--- config.mk ---
export PLATFORM = sky130hd
export DESIGN_NAME = seg7_serial_driver
export DESIGN_NICKNAME = d
export VERILOG_FILES = /design/src/rtl/seg7_serial_driver_pkg.sv /design/src/rtl/seg7_hex_decode.sv /design/src/rtl/seg7_serial_driver.sv
export SDC_FILE = /design/constraint.sdc
export NUM_CORES = 1
export LEC_CHECK = 0
export ABC_AREA = 1
export BUFFER_PORTS_ARGS = -buffer_cell sky130_fd_sc_hd__buf_4
export CAP_MARGIN = 40
export CORE_MARGIN = 10
export CORE_UTILIZATION = 30
export DETAILED_ROUTE_END_ITERATION = 10
export GPL_ROUTABILITY_DRIVEN = 0
export PLACE_DENSITY = 0.5
export SETUP_SLACK_MARGIN = 0.4
export SLEW_MARGIN = 40
export SYNTH_ARGS = -nofsm -noshare
export SYNTH_HDL_FRONTEND = slang
export SYNTH_SLANG_ARGS = --single-unit
--- constraint.sdc ---
create_clock -name clk -period 3.42 [get_ports clk]
set_input_delay 0.342 -clock clk [delete_from_list [all_inputs] [get_ports clk]]
set_output_delay 0.342 -clock clk [all_outputs]
set_load 0.01 [all_outputs]
--- src/rtl/seg7_serial_driver_pkg.sv ---
// Shared types and constants for the serial 7-segment driver.
// Holds the frame FSM state enum, the hex-to-segment code table and the blank byte.
// Codes are active-low with the decimal point off (bit7 = 1).
package seg7_serial_driver_pkg;

  typedef enum logic [2:0] {
    IDLE     = 3'd0,
    LOAD     = 3'd1,
    SHIFT_LO = 3'd2,
    SHIFT_HI = 3'd3,
    LATCH    = 3'd4
  } state_t;

  localparam logic [7:0] BLANK_BYTE = 8'hFF;

  // Entry h is the byte for hex digit h; entry 0 sits in the least significant byte.
  localparam logic [15:0][7:0] SEG_TABLE = {
    8'h8E, 8'h86, 8'hA1, 8'hC6, 8'h83, 8'h88, 8'h90, 8'h80,
    8'hF8, 8'h82, 8'h92, 8'h99, 8'hB0, 8'hA4, 8'hF9, 8'hC0
  };

endpackage

--- src/rtl/seg7_hex_decode.sv ---
// One hex nibble to active-low segments a..g (bit0 = a).
// Purely combinational, zero latency.
// No handshake; output follows input.
module seg7_hex_decode
  import seg7_serial_driver_pkg::*;
(
  input  logic [3:0] hex,
  output logic [6:0] seg
);

  assign seg = SEG_TABLE[hex][6:0];

endmodule

--- src/rtl/seg7_serial_driver.sv ---
// Serialises one byte per digit (MSB first) into an external shift-register chain, then latches.
// Frame = 1 load + 16*DIGITS*CLK_DIV shift + CLK_DIV latch clocks; done pulses the cycle after.
// Requests during a frame merge into one pending frame started right after done.
module seg7_serial_driver
  import seg7_serial_driver_pkg::*;
#(
  parameter int DIGITS    = 8,
  parameter int CLK_DIV   = 2,
  parameter int BLINK_DIV = 25000000
) (
  input  logic                  clk,
  input  logic                  rst_n,
  input  logic [4*DIGITS-1:0]   hex,
  input  logic [DIGITS-1:0]     point,
  input  logic [DIGITS-1:0]     LE,
  input  logic [DIGITS-1:0]     blink,
  input  logic                  lz_en,
  input  logic                  auto_refresh,
  input  logic                  start,
  output logic                  seg_clk,
  output logic                  seg_sout,
  output logic                  seg_pen,
  output logic                  busy,
  output logic                  done
);

  localparam int NBITS = 8 * DIGITS;
  localparam int BW    = $clog2(NBITS);
  localparam int DW    = $clog2(CLK_DIV) + 1;
  localparam int KW    = $clog2(BLINK_DIV);

  localparam logic [BW-1:0] BIT_LAST   = BW'(NBITS - 1);
  localparam logic [DW-1:0] DIV_LAST   = DW'(CLK_DIV - 1);
  localparam logic [KW-1:0] BLINK_LAST = KW'(BLINK_DIV - 1);

  state_t            state, state_nxt;
  logic [BW-1:0]     bit_cnt;
  logic [DW-1:0]     div_cnt;
  logic [KW-1:0]     blink_cnt;
  logic              blink_phase;
  logic [NBITS-1:0]  shreg;
  logic [NBITS-1:0]  pattern;
  logic [DIGITS-1:0] zero_above;
  logic [6:0]        seg [DIGITS];
  logic              pending;
  logic              done_q;
  logic              div_end;
  logic              bit_end;

  assign div_end = (div_cnt == DIV_LAST);
  assign bit_end = (bit_cnt == BIT_LAST);
  assign done    = done_q;

  // Free-running blink phase, deliberately unrelated to frame timing.
  always_ff @(posedge clk or negedge rst_n) begin
    if (!rst_n) begin
      blink_cnt   <= '0;
      blink_phase <= 1'b0;
    end else if (blink_cnt == BLINK_LAST) begin
      blink_cnt   <= '0;
      blink_phase <= ~blink_phase;
    end else begin
      blink_cnt <= blink_cnt + 1'b1;
    end
  end

  for (genvar i = 0; i < DIGITS; i++) begin : g_dec
    seg7_hex_decode u_dec (
      .hex (hex[4*i +: 4]),
      .seg (seg[i])
    );
  end

  // zero_above[i]: digit i and every more significant digit are zero.
  always_comb begin
    zero_above = '0;
    zero_above[DIGITS-1] = (hex[4*DIGITS-1 -: 4] == 4'd0);
    for (int i = DIGITS - 2; i >= 0; i--) begin
      zero_above[i] = zero_above[i+1] & (hex[4*i +: 4] == 4'd0);
    end
  end

  // Live frame image; digit DIGITS-1 occupies the top byte so it leaves first.
  always_comb begin
    pattern = '0;
    for (int i = 0; i < DIGITS; i++) begin
      if (LE[i] || (blink[i] && blink_phase) || (lz_en && (i != 0) && zero_above[i]))
        pattern[8*i +: 8] = BLANK_BYTE;
      else
        pattern[8*i +: 8] = {~point[i], seg[i]};
    end
  end

  // Frame state register.
  always_ff @(posedge clk or negedge rst_n) begin
    if (!rst_n) state <= IDLE;
    else        state <= state_nxt;
  end

  // Next state and pin decode; outputs come straight from state so reset clears them at once.
  always_comb begin
    state_nxt = state;
    seg_clk   = 1'b0;
    seg_sout  = 1'b1;
    seg_pen   = 1'b0;
    busy      = 1'b1;
    unique case (state)
      IDLE: begin
        busy = 1'b0;
        if (start || pending || auto_refresh) state_nxt = LOAD;
      end
      LOAD: state_nxt = SHIFT_LO;
      SHIFT_LO: begin
        seg_sout = shreg[NBITS-1];
        if (div_end) state_nxt = SHIFT_HI;
      end
      SHIFT_HI: begin
        seg_clk  = 1'b1;
        seg_sout = shreg[NBITS-1];
        if (div_end) state_nxt = bit_end ? LATCH : SHIFT_LO;
      end
      LATCH: begin
        seg_pen = 1'b1;
        if (div_end) state_nxt = IDLE;
      end
      default: state_nxt = IDLE;
    endcase
  end

  // Snapshot, shift, divider/bit counting, merged request flag and done pulse.
  always_ff @(posedge clk or negedge rst_n) begin
    if (!rst_n) begin
      shreg   <= '0;
      div_cnt <= '0;
      bit_cnt <= '0;
      pending <= 1'b0;
      done_q  <= 1'b0;
    end else begin
      done_q <= (state == LATCH) && div_end;
      // IDLE always leaves when a request exists, so the flag is consumed there.
      if (state == IDLE)  pending <= 1'b0;
      else if (start)     pending <= 1'b1;
      unique case (state)
        LOAD: begin
          shreg   <= pattern;
          div_cnt <= '0;
          bit_cnt <= '0;
        end
        SHIFT_LO: div_cnt <= div_end ? '0 : div_cnt + 1'b1;
        SHIFT_HI: begin
          if (div_end) begin
            div_cnt <= '0;
            if (!bit_end) begin
              bit_cnt <= bit_cnt + 1'b1;
              shreg   <= {shreg[NBITS-2:0], 1'b0};
            end
          end else begin
            div_cnt <= div_cnt + 1'b1;
          end
        end
        LATCH: begin
          if (div_end) begin
            div_cnt <= '0;
            bit_cnt <= '0;
          end else begin
            div_cnt <= div_cnt + 1'b1;
          end
        end
        default: ;
      endcase
    end
  end

endmodule

==> results.yml <==
clocking:
  cts_hold_buf: 0
  cts-root-buf: "clkbuf_16"
  cts_resized: 0
  ctsLongestPathBuffers: 2
  cts_htree_levels: 3
  path_clk_slew_ps: 80
  clk_latency_ps: 360
  clock_sinks: 103
  cts_tree: "yes"
  post_cts_buffers: 0
  cts_buffers: 9
worst_setup_path:
  path_cells: "ha_1 -> nand2_1 -> nor2_1 -> nand3_2 -> nand2_4 -> inv_2 -> nand2_1 -> nand2_1 -> nand2_1 -> nand2_1"
  worstSetupStartpointType: "flip-flop"
  path_common_cell: "nand2_1"
  cp.arrival_ps: 2460
  cpPeakStageDelay_ps: 420
  critPathBufInv: 1
  required_ps: 3680
  critPathKind: "reg -> reg"
  critPathMaxFanout: 49
  cp_slowest_cell: "dfrtp_1"
  crit_family: "simple AND/OR/NAND/NOR gates"
  worst_setup_path_end_kind: "flip-flop"
power_and_ir_drop:
  ir_drop_v: 0.0003936
  powerDensity_nw_per_um2: 626.0
  p_leak_nw: 4.137
cells_and_area:
  nFillCells: 2616
  fin_util_pct: 35.17
  area_growth_pct: 14.41
  regArea_sq_um: 2577
  antenna_cells: 0
  multi_input_area_sq_um: 4061
  finalInstanceArea_sq_um: 8305
  most-common-layout-cells: "246 x nand2_1, 145 x nor2_1, 103 x inv_1, 103 x dfrtp_1"
  instances_no_fill: 1399
  layout_commonest_cell: "nand2_1"
  drive_gt1_share_pct: 10.19
  nets: 1180
die:
  start_util_pct: 30.74
  die_h_microns: 175.6
  fp.dieArea_sq_um: 30820
  dieWidth_microns: 175.6
  rows: 56
  boundaryPins: 66
  core_area_sq_um: 23610
detailed_routing:
  drt_iter0_drc: 350
  drt_wl_total_microns: 18950
  drc: 0
  wire_per_inst_microns: 13.54
  drtPass1Iterations: 6
  viasPerCell: 4.727
  drtAntennaViolNets: 0
  dr_total_vias: 6613
synthesis:
  yosysWarnings: 0
  synth.distinct_cells: 42
  syn_area_sq_um: 7259
  synthArstFlopShare_pct: 100.0
  syn_nets: 1134
  yosysSeqAreaShare_pct: 35.50
  avgSynthCellArea_sq_um: 7.055
  synth_edf_count: 0
  synthFlopType: "dfrtp_1"
  syn_inst: 1029
  synth-seq-cells: 103
place:
  place_inst: 1383
  place_ws_ps: 1199
  portBuffers: 65
  placed_cell_area_sq_um: 8009
  dp_hpwl_microns: 13870
timing:
  worst_clock_skew_ps: 13.07
  slew_headroom_pct: 53.68
  period_needed_ps: 2207
  min_period_over_period_pct: 64.52
  tns_ps: 0
  fmax_mhz: 453.2
  maxSlewViolCount: 0
  rsz0062_at_grt: "no"
  fin_ws_ps: 1213
  setup-violations-final: 0
  finalHoldViolations: 0
  worstMarginPinSlew_ps: 694.8
worst_hold_path:
  hp-class: "in -> async"
global_routing:
  grt_pass1_wl_microns: 31850
  grt_start_max_net_pins: 94
  grt-ovfl-total: 0
  antenna_found_initial: 0
  grt_usage_pct: 12.36
  grt_pass1_vias: 6405
run:
  drv_cap: 0
status:
  status: "finished clean"
## synthesized netlist by cell type (4+ instances only)
master	instances	area (sq um)
nor3_1	26	130.1
o22ai_1	13	81.33
o31ai_1	5	37.54
xor2_1	18	157.7
clkbuf_1	6	22.52
o21ai_0	76	380.4
buf_2	20	100.1
nor2_2	5	31.28
nand2_1	246	923.4
nand2_2	4	25.02
a21oi_1	39	195.2
o211ai_1	18	135.1
nand3_1	76	380.4
nand4_1	13	81.33
ha_1	44	550.5
buf_6	6	67.56
dfrtp_1	103	2577
inv_1	103	386.6
o21ai_1	14	70.07
inv_2	6	22.52
a211oi_1	6	45.04
nand3_2	4	40.04
a31oi_1	5	31.28
nor2_1	145	544.3
## cells by family (layout without fill, tap and decap cells)
kind of cell | Yosys count | in the layout | share of synthesized area [%]
compound gates | 186 | 186 | 14.67
fa+ha+maj | 44 | 44 | 7.584
mux | 1 | 1 | 0.1379
buf+inv | 146 | 197 | 8.618
xor+xnor | 20 | 20 | 2.413
simple gates | 529 | 529 | 31.08
flops | 103 | 103 | 35.50
## report_power, final
group | internal [mW] | switching (mW)
combinational | 0.794 | 1.44
clock | 0.576 | 0.480
sequential | 1.67 | 0.241
## state kept, by name, summed over array words and instances, names as in the netlist
register     count
blink_phase      1
bit_cnt          6
done             1
pending          1
shreg           64
div_cnt          2
state            3
blink_cnt       25
## worst paths after layout
| check | slack (ps) | depth (start not counted) | end | start |
|---|---|---|---|---|
| min | 2 | 1 | shreg[5] | rst_n |
| min reg2reg | 480 | 2 | shreg[47] | shreg[47] |
| max reg2reg | 1210 | 10 | shreg[32] | bit_cnt[0] |
| max | 1210 | 10 | shreg[32] | bit_cnt[0] |
| min in group clk | 240 | 3 | pending | start |
| max in group asynchronous | 2670 | 2 | shreg[20] | rst_n |
## per-layer routing
metal / global-route usage (%) / vias to the layer above / routed length (microns)
met5: 0 / - / 0
met4: 2.932 / 0 / 190
met3: 2.273 / 14 / 581
met2: 19.89 / 87 / 8643
met1: 16.77 / 3043 / 9529
li1: - / 3469 / -
## cell type report
cell class / count / share of cell area (%)
clock buffer: 11 / 2.802
clock inverter: 5 / 0.7683
inverter: 111 / 5.017
multi-input combinational: 780 / 48.90
sequential: 103 / 31.03
tap: 319 / 4.806
timing repair buffer: 70 / 6.674
## metrics by stage
stage | hold slack, ps | power [mW]
after floorplan | 46.41 | 3.662
after global placement | 459.5 | 4.162
after detailed placement | 422.4 | 4.191
after CTS | 40.03 | 5.278
after global routing | 55.05 | 5.710
final | 1.706 | 5.199
(Power assumes the default switching activity.)
